==> config.mk <==
export PLATFORM = sky130hd
export DESIGN_NAME = vip_sobel_edge_detect_8bit
export DESIGN_NICKNAME = d
export VERILOG_FILES = /design/src/rtl/vip_sobel_edge_detect_8bit.sv
export SDC_FILE = /design/constraint.sdc
export NUM_CORES = 1
export LEC_CHECK = 0
export ABC_CLOCK_PERIOD_IN_PS = 10200
export CAP_MARGIN = 20
export CORE_MARGIN = 1.5
export CORE_UTILIZATION = 40
export CTS_CLUSTER_SIZE = 24
export DETAILED_ROUTE_END_ITERATION = 8
export PLACE_DENSITY = 0.58
export SYNTH_ARGS = -nofsm -noshare
export SYNTH_HDL_FRONTEND = slang
export SYNTH_SLANG_ARGS = --single-unit
==> constraint.sdc <==
create_clock -name clk -period 10.2 [get_ports clk]
set_input_delay 2.04 -clock clk [delete_from_list [all_inputs] [get_ports clk]]
set_output_delay 2.04 -clock clk [all_outputs]
set_load 0.01 [all_outputs]
==> src/rtl/vip_sobel_edge_detect_8bit.sv <==
// Three-stage Sobel edge detector on a 3x3 luminance window with realigned sync
// signals, per-pixel edge flag and a saturating per-frame edge-pixel counter.
module vip_sobel_edge_detect_8bit #(
  parameter logic [7:0] THRESH_DEFAULT = 8'd80,
  parameter int         CNT_W          = 20
) (
  input  logic             clk,
  input  logic             rst,
  input  logic             matrix_frame_vsync,
  input  logic             matrix_frame_href,
  input  logic             matrix_frame_clken,
  input  logic [7:0]       matrix_p11,
  input  logic [7:0]       matrix_p12,
  input  logic [7:0]       matrix_p13,
  input  logic [7:0]       matrix_p21,
  input  logic [7:0]       matrix_p22,
  input  logic [7:0]       matrix_p23,
  input  logic [7:0]       matrix_p31,
  input  logic [7:0]       matrix_p32,
  input  logic [7:0]       matrix_p33,
  input  logic [7:0]       threshold,
  output logic             post_frame_vsync,
  output logic             post_frame_href,
  output logic             post_frame_clken,
  output logic [7:0]       post_img_y,
  output logic             post_img_bit,
  output logic [CNT_W-1:0] edge_count,
  output logic             edge_count_valid
);

  localparam logic [CNT_W-1:0] CNT_MAX = {CNT_W{1'b1}};
  localparam logic [CNT_W-1:0] CNT_ONE = CNT_W'(1);

  // Weighted 1-2-1 column/row sum, 10 bits wide (max 1020).
  function automatic logic [9:0] tap3(input logic [7:0] a, input logic [7:0] b,
                                      input logic [7:0] c);
    return {2'b00, a} + {1'b0, b, 1'b0} + {2'b00, c};
  endfunction

  // Sync bits are carried as {vsync, href, clken}.
  logic [2:0] sync_in;
  logic [2:0] sync_s1_reg;
  logic [2:0] sync_s2_reg;

  assign sync_in = {matrix_frame_vsync, matrix_frame_href, matrix_frame_clken};

  // Index 0 is the horizontal gradient (gx), index 1 the vertical one (gy).
  logic [1:0][9:0] pos_reg;
  logic [1:0][9:0] neg_reg;

  logic       vsync_d_reg;
  logic [7:0] thr_reg;

  always_ff @(posedge clk or posedge rst) begin
    if (rst) begin
      vsync_d_reg <= 1'b0;
      thr_reg     <= THRESH_DEFAULT;
    end else begin
      vsync_d_reg <= matrix_frame_vsync;
      if (matrix_frame_vsync && !vsync_d_reg)
        thr_reg <= threshold;
    end
  end

  always_ff @(posedge clk or posedge rst) begin
    if (rst) begin
      pos_reg     <= '0;
      neg_reg     <= '0;
      sync_s1_reg <= '0;
    end else begin
      pos_reg[0]  <= tap3(matrix_p13, matrix_p23, matrix_p33);
      neg_reg[0]  <= tap3(matrix_p11, matrix_p21, matrix_p31);
      pos_reg[1]  <= tap3(matrix_p31, matrix_p32, matrix_p33);
      neg_reg[1]  <= tap3(matrix_p11, matrix_p12, matrix_p13);
      sync_s1_reg <= sync_in;
    end
  end

  genvar gi;
  generate
    for (gi = 0; gi < 2; gi++) begin : g_abs
      logic [9:0] abs_reg;
      always_ff @(posedge clk or posedge rst) begin
        if (rst)
          abs_reg <= '0;
        else if (pos_reg[gi] >= neg_reg[gi])
          abs_reg <= pos_reg[gi] - neg_reg[gi];
        else
          abs_reg <= neg_reg[gi] - pos_reg[gi];
      end
    end
  endgenerate

  always_ff @(posedge clk or posedge rst) begin
    if (rst)
      sync_s2_reg <= '0;
    else
      sync_s2_reg <= sync_s1_reg;
  end

  logic [10:0] mag;
  assign mag = {1'b0, g_abs[0].abs_reg} + {1'b0, g_abs[1].abs_reg};

  always_ff @(posedge clk or posedge rst) begin
    if (rst) begin
      post_frame_vsync <= 1'b0;
      post_frame_href  <= 1'b0;
      post_frame_clken <= 1'b0;
      post_img_y       <= '0;
      post_img_bit     <= 1'b0;
    end else begin
      {post_frame_vsync, post_frame_href, post_frame_clken} <= sync_s2_reg;
      if (!sync_s2_reg[1]) begin
        post_img_y   <= '0;
        post_img_bit <= 1'b0;
      end else begin
        post_img_y   <= (mag > 11'd255) ? 8'hFF : mag[7:0];
        post_img_bit <= mag > {3'b000, thr_reg};
      end
    end
  end

  // Frame statistics run off the realigned outputs so the count matches what
  // downstream consumers actually see.
  logic             post_vsync_d_reg;
  logic [CNT_W-1:0] acc_reg;
  logic [CNT_W-1:0] acc_next;
  logic             cnt_inc;
  logic             vsync_fall;

  assign cnt_inc    = post_frame_clken & post_frame_href & post_img_bit;
  assign vsync_fall = post_vsync_d_reg & ~post_frame_vsync;
  assign acc_next   = (cnt_inc && (acc_reg != CNT_MAX)) ? acc_reg + CNT_ONE : acc_reg;

  always_ff @(posedge clk or posedge rst) begin
    if (rst) begin
      post_vsync_d_reg <= 1'b0;
      acc_reg          <= '0;
      edge_count       <= '0;
      edge_count_valid <= 1'b0;
    end else begin
      post_vsync_d_reg <= post_frame_vsync;
      edge_count_valid <= vsync_fall;
      if (vsync_fall) begin
        edge_count <= acc_next;
        acc_reg    <= '0;
      end else begin
        acc_reg    <= acc_next;
      end
    end
  end

endmodule

# == Word-level counts from Yosys, hierarchy flattened ==
# Cells that the tools add are included.
# op_classes
add_sub_neg,14
n_mul,0
n_div,0
order_cmp,4
n_eq_ne,1
shift,0
mux,7
n_bitwise,4
n_reduce_logical,3
# op_table
cell,count
$add 10x8->10,4
$add 8x9->10,4
$mux 20,2
$sub 10x10->10,4
$add 20x1->20 const B,1
$ge 10x10->1,2
$mux 10,2
$ne 20x20->1 const B,1
$mux 8,2
$add 10x10->11,1
$gt 11x8->1,1
$gt 11x8->1 const B,1
$and 1x1->1,3
$logic_and 1x1->1,2
$logic_not 1->1,1
$mux 1,1
$not 1->1,1
# word_totals
register_bits,129
latch_bits,0
mem_bits_rw,0
rom_bits,0
inputBits,85
out_inout_bits,33
elab_cells,52
mem_count,0

# == Depth between registers and ports, before layout ==
# depth
word_depth,5
depth_mapped,13
depth_no_buf,13

# == Worst setup path after synthesis ==
# Ideal clock, no wire load.
# synth_timing
kind,input -> register
start,in matrix_p31[1]
end,reg pos_reg[17] in the netlist's numbering
setup_ns,0.124
arrival_ns,3.725
t_required_ns,10.076
path_slack_ns,6.351
stages,10
n_path_buf,0
cell_sequence,fa_1 ha_1 inv_1 fa_1 nor2b_1 o21ai_0 nand2b_1 a21o_1 a21oi_1 xnor2_1
# synth_between
elab_chain_len,2
# synth_rtl
item,line_no,rtl
start: declaration,18,"input logic [7:0] matrix_p31,"
$add 8x9->10,37,"return {2'b00, a} + {1'b0, b, 1'b0} + {2'b00, c};"
$add 10x8->10,37,
end: declaration,48,logic [1:0][9:0] pos_reg;
# Every way passes these cells.
# A chain may end at the register's enable or synchronous reset.

# == Worst setup path after layout ==
# layout_timing
start,in matrix_p13[1]
end,reg pos_reg[9] in the netlist's numbering
# layout_between
elab_chain_len,2
# layout_rtl
item,line_no,rtl
start: declaration,14,"input logic [7:0] matrix_p13,"
$add 8x9->10,37,
$add 10x8->10,37,
# Every way passes these cells.

==> impl_results.md <==
* Status: complete, no violations
* Tot GR Track Use at 0.172
* Largest net degree at the start of global routing at 79
* Post-CTS Resized at 0
* Post-synth net total at 993
* Class of the worst hold path: register to register
* Antenna-violating nets left at 0
* Max_cap viols at 0
* Cells after Synth at 778
* Maximum clock frequency at 237 MHz
* Skew final at 6.61 ps
* Synth Register Bits at 128
* GRT overflow at 0
* Initial antenna violation count at 0
* R2R Path End: g_abs[0].abs_reg[5]
* Crit start category: input port
* Full die area at 21,200 µm²
* Worst-path maximum fanout at 2
* Critical Path End: pos_reg[9]
* Hold_ws at 348 ps
* First-pass DRT Iterations at 4
* Cell taking the most area after synthesis: dfrtp_1
* Ys async rst share at 1.00
* Final critical-path share of the clock period at 0.414
* Post-Syn Area per Cell at 10.5 µm²
* Setup slack, reg-to-reg at 7440 ps
* Post-Route Setup TNS at 0 ps
* Post-DR wirelength/cell at 14.3 µm
* Top_reg_cell synth: dfrtp_1
* Clock transition at path regs at 50 ps
* VDD IR-drop max at 122 µV
* Ant diodes at 0
* Worst r2r path cells at 8
* TritonCTS Buffers at 17
* Slew Limit Fails at 0
* Initial Util at 0.405
* Nets at 1,109
* Post-synth EDFFs at 0
* Crit end category: register
* Crit path kind: input port to register
* Critical path required time at 10,520 ps
* Vias at 5,656
* Core area at 20,100 µm²
* Seq/Total Area, Yosys at 0.394
* Die Wd at 146 µm
* Ys Warns at 0
* RSZ-0062 raised after global routing: no
* I/O pins at 118
* Arrival @ worst endpoint at 4540 ps
* Power Density at 267 nW/µm²
* Area Overhead vs Synth at 23.6%
* RR Startpoint: pos_reg[3]
* First-pass GRT wire length at 28,900 µm
* Worst-Margin Slew at 938 ps
* CTS Root Cell: clkbuf_16
* Count leader, synth: dfrtp_1
* Clock Sinks at 128
* Htree depth at 4
* CTS tree: built
* Leak Pwr at 4.71 nW
* Placement row count at 52
* HPWL after DPL at 13,600 µm
* Yosys top cell area share at 0.387
* Wirelength, routed at 16,800 µm
* Synth area leaders: dfrtp_1, ha_1, fa_1
* Postcts setup bufs at 0
* Vias per cell at 4.81
* Yosys cell types at 58
* Vias in the first global route at 5,913
* Die Span Y at 146 µm
* Tmin final at 4220 ps
* Clock tree buffer depth at 2
* Fraction of layout cells with a size suffix above 1 at 0.0497
* Clk Latency, worst-skew pair at 420 ps
* Placer congestion estimate at 0.879
* DR iter-0 viols at 207
* Hold Fails Final Rpt at 0
* DRC at 0
* Hold buffer count at CTS at 0
* Endpoints failing setup at 0
* Max-slew headroom at 0.375
* Synth top cells by count: dfrtp_1, ha_1, inv_1
* Port buffer count at 109
* Crit path launch: matrix_p13[1]
* Synthesized cell area at 8140 µm²
[worst min-delay path by stage]
stage | start | to | cells past startpoint
5_1_grt | sync_s2_reg[2] | post_frame_vsync | 0
3_5_place_dp | sync_s2_reg[0] | post_frame_clken | 0
3_3_place_gp | sync_s1_reg[1] | sync_s2_reg[1] | 0
2_1_floorplan | sync_s2_reg[0] | post_frame_clken | 0
6_report | sync_s2_reg[0] | post_frame_clken | 0
4_1_cts | sync_s1_reg[0] | sync_s2_reg[0] | 0
[worst max-delay path, cell delays in order]
cell and delay, ps:
clkdlybuf4s50_1 530, fa_1 580, ha_1 180, inv_1 60
fa_1 400, nor2b_1 120, o21ai_0 80, nand2b_1 110
a21o_1 130, a21oi_1 90, o21ai_0 230
[power breakdown]
part           switching, W  leakage (nW)  total, W  internal (W)
clock              0.000214         0.257  0.000545      0.000332
combinational      0.000746          2.87   0.00142      0.000673
sequential        0.0000718          1.58  0.000720      0.000648
total               0.00103          4.71   0.00268       0.00165
[cells by family (layout without fill, tap and decap cells)]
| logic type | Yosys count | count (layout) | share of synthesized area |
|---|---|---|---|
| buf+inv | 90 | 218 | 0.0426 |
| simple gates | 193 | 193 | 0.114 |
| fa+ha+maj | 130 | 130 | 0.234 |
| compound gates | 155 | 155 | 0.124 |
| xor+xnor | 62 | 62 | 0.0667 |
| flops | 128 | 128 | 0.394 |
| mux | 20 | 20 | 0.0250 |
[placed cells by master, fill, tap and decap left out, types with 5 or more instances in the layout]
master and n:
nand2b_1 15, o21ai_0 49, o211ai_1 5, nand2_1 56, nand3b_1 5, nand4_1 14
nor3_1 13, fa_1 37, a21o_1 23, nor2_1 53, o22ai_1 5, clkbuf_16 17
a31oi_1 6, xor2_1 25, mux2i_1 17, nor2b_1 11, dfrtp_1 126, nand3_1 10
xnor2_1 37, and3_1 5, o41ai_1 6, o21a_1 6, a21oi_1 30, clkdlybuf4s50_1 109
inv_1 74, ha_1 93
[cell type report]
cell class                      instances  area (µm²)
Clock buffer                           21         440
Clock inverter                         10        91.3
Fill cell                            1835       10000
Inverter                               75         284
Multi-Input combinational cell        560        4590
Sequential cell                       128        3210
Tap cell                              270         338
Timing Repair Buffer                  112        1110
[layer usage]
metal / vias up / GRT usage / part of all wire
met3: 24 / 0.0320 / 0.041
met5: - / 0 / 0
met1: 2606 / 0.226 / 0.47
li1: 2888 / - / -
met4: 0 / 0.0745 / 0.022
met2: 138 / 0.278 / 0.47
[metrics by stage]
stage / std cells / setup slack [ps] / util / power (W) / instance area (µm²)
final: 1176 / 5980 / 0.501 / 0.00268 / 10100
after global routing: 1176 / 5760 / 0.501 / 0.00293 / 10100
after CTS: 1176 / 5970 / 0.501 / 0.00272 / 10100
after detailed placement: 1145 / 5540 / 0.474 / 0.00215 / 9530
after global placement: 1145 / 5480 / 0.474 / 0.00213 / 9530
after floorplan: 778 / 4750 / - / 0.00181 / 8140
Power figures use the tool's default switching activity.
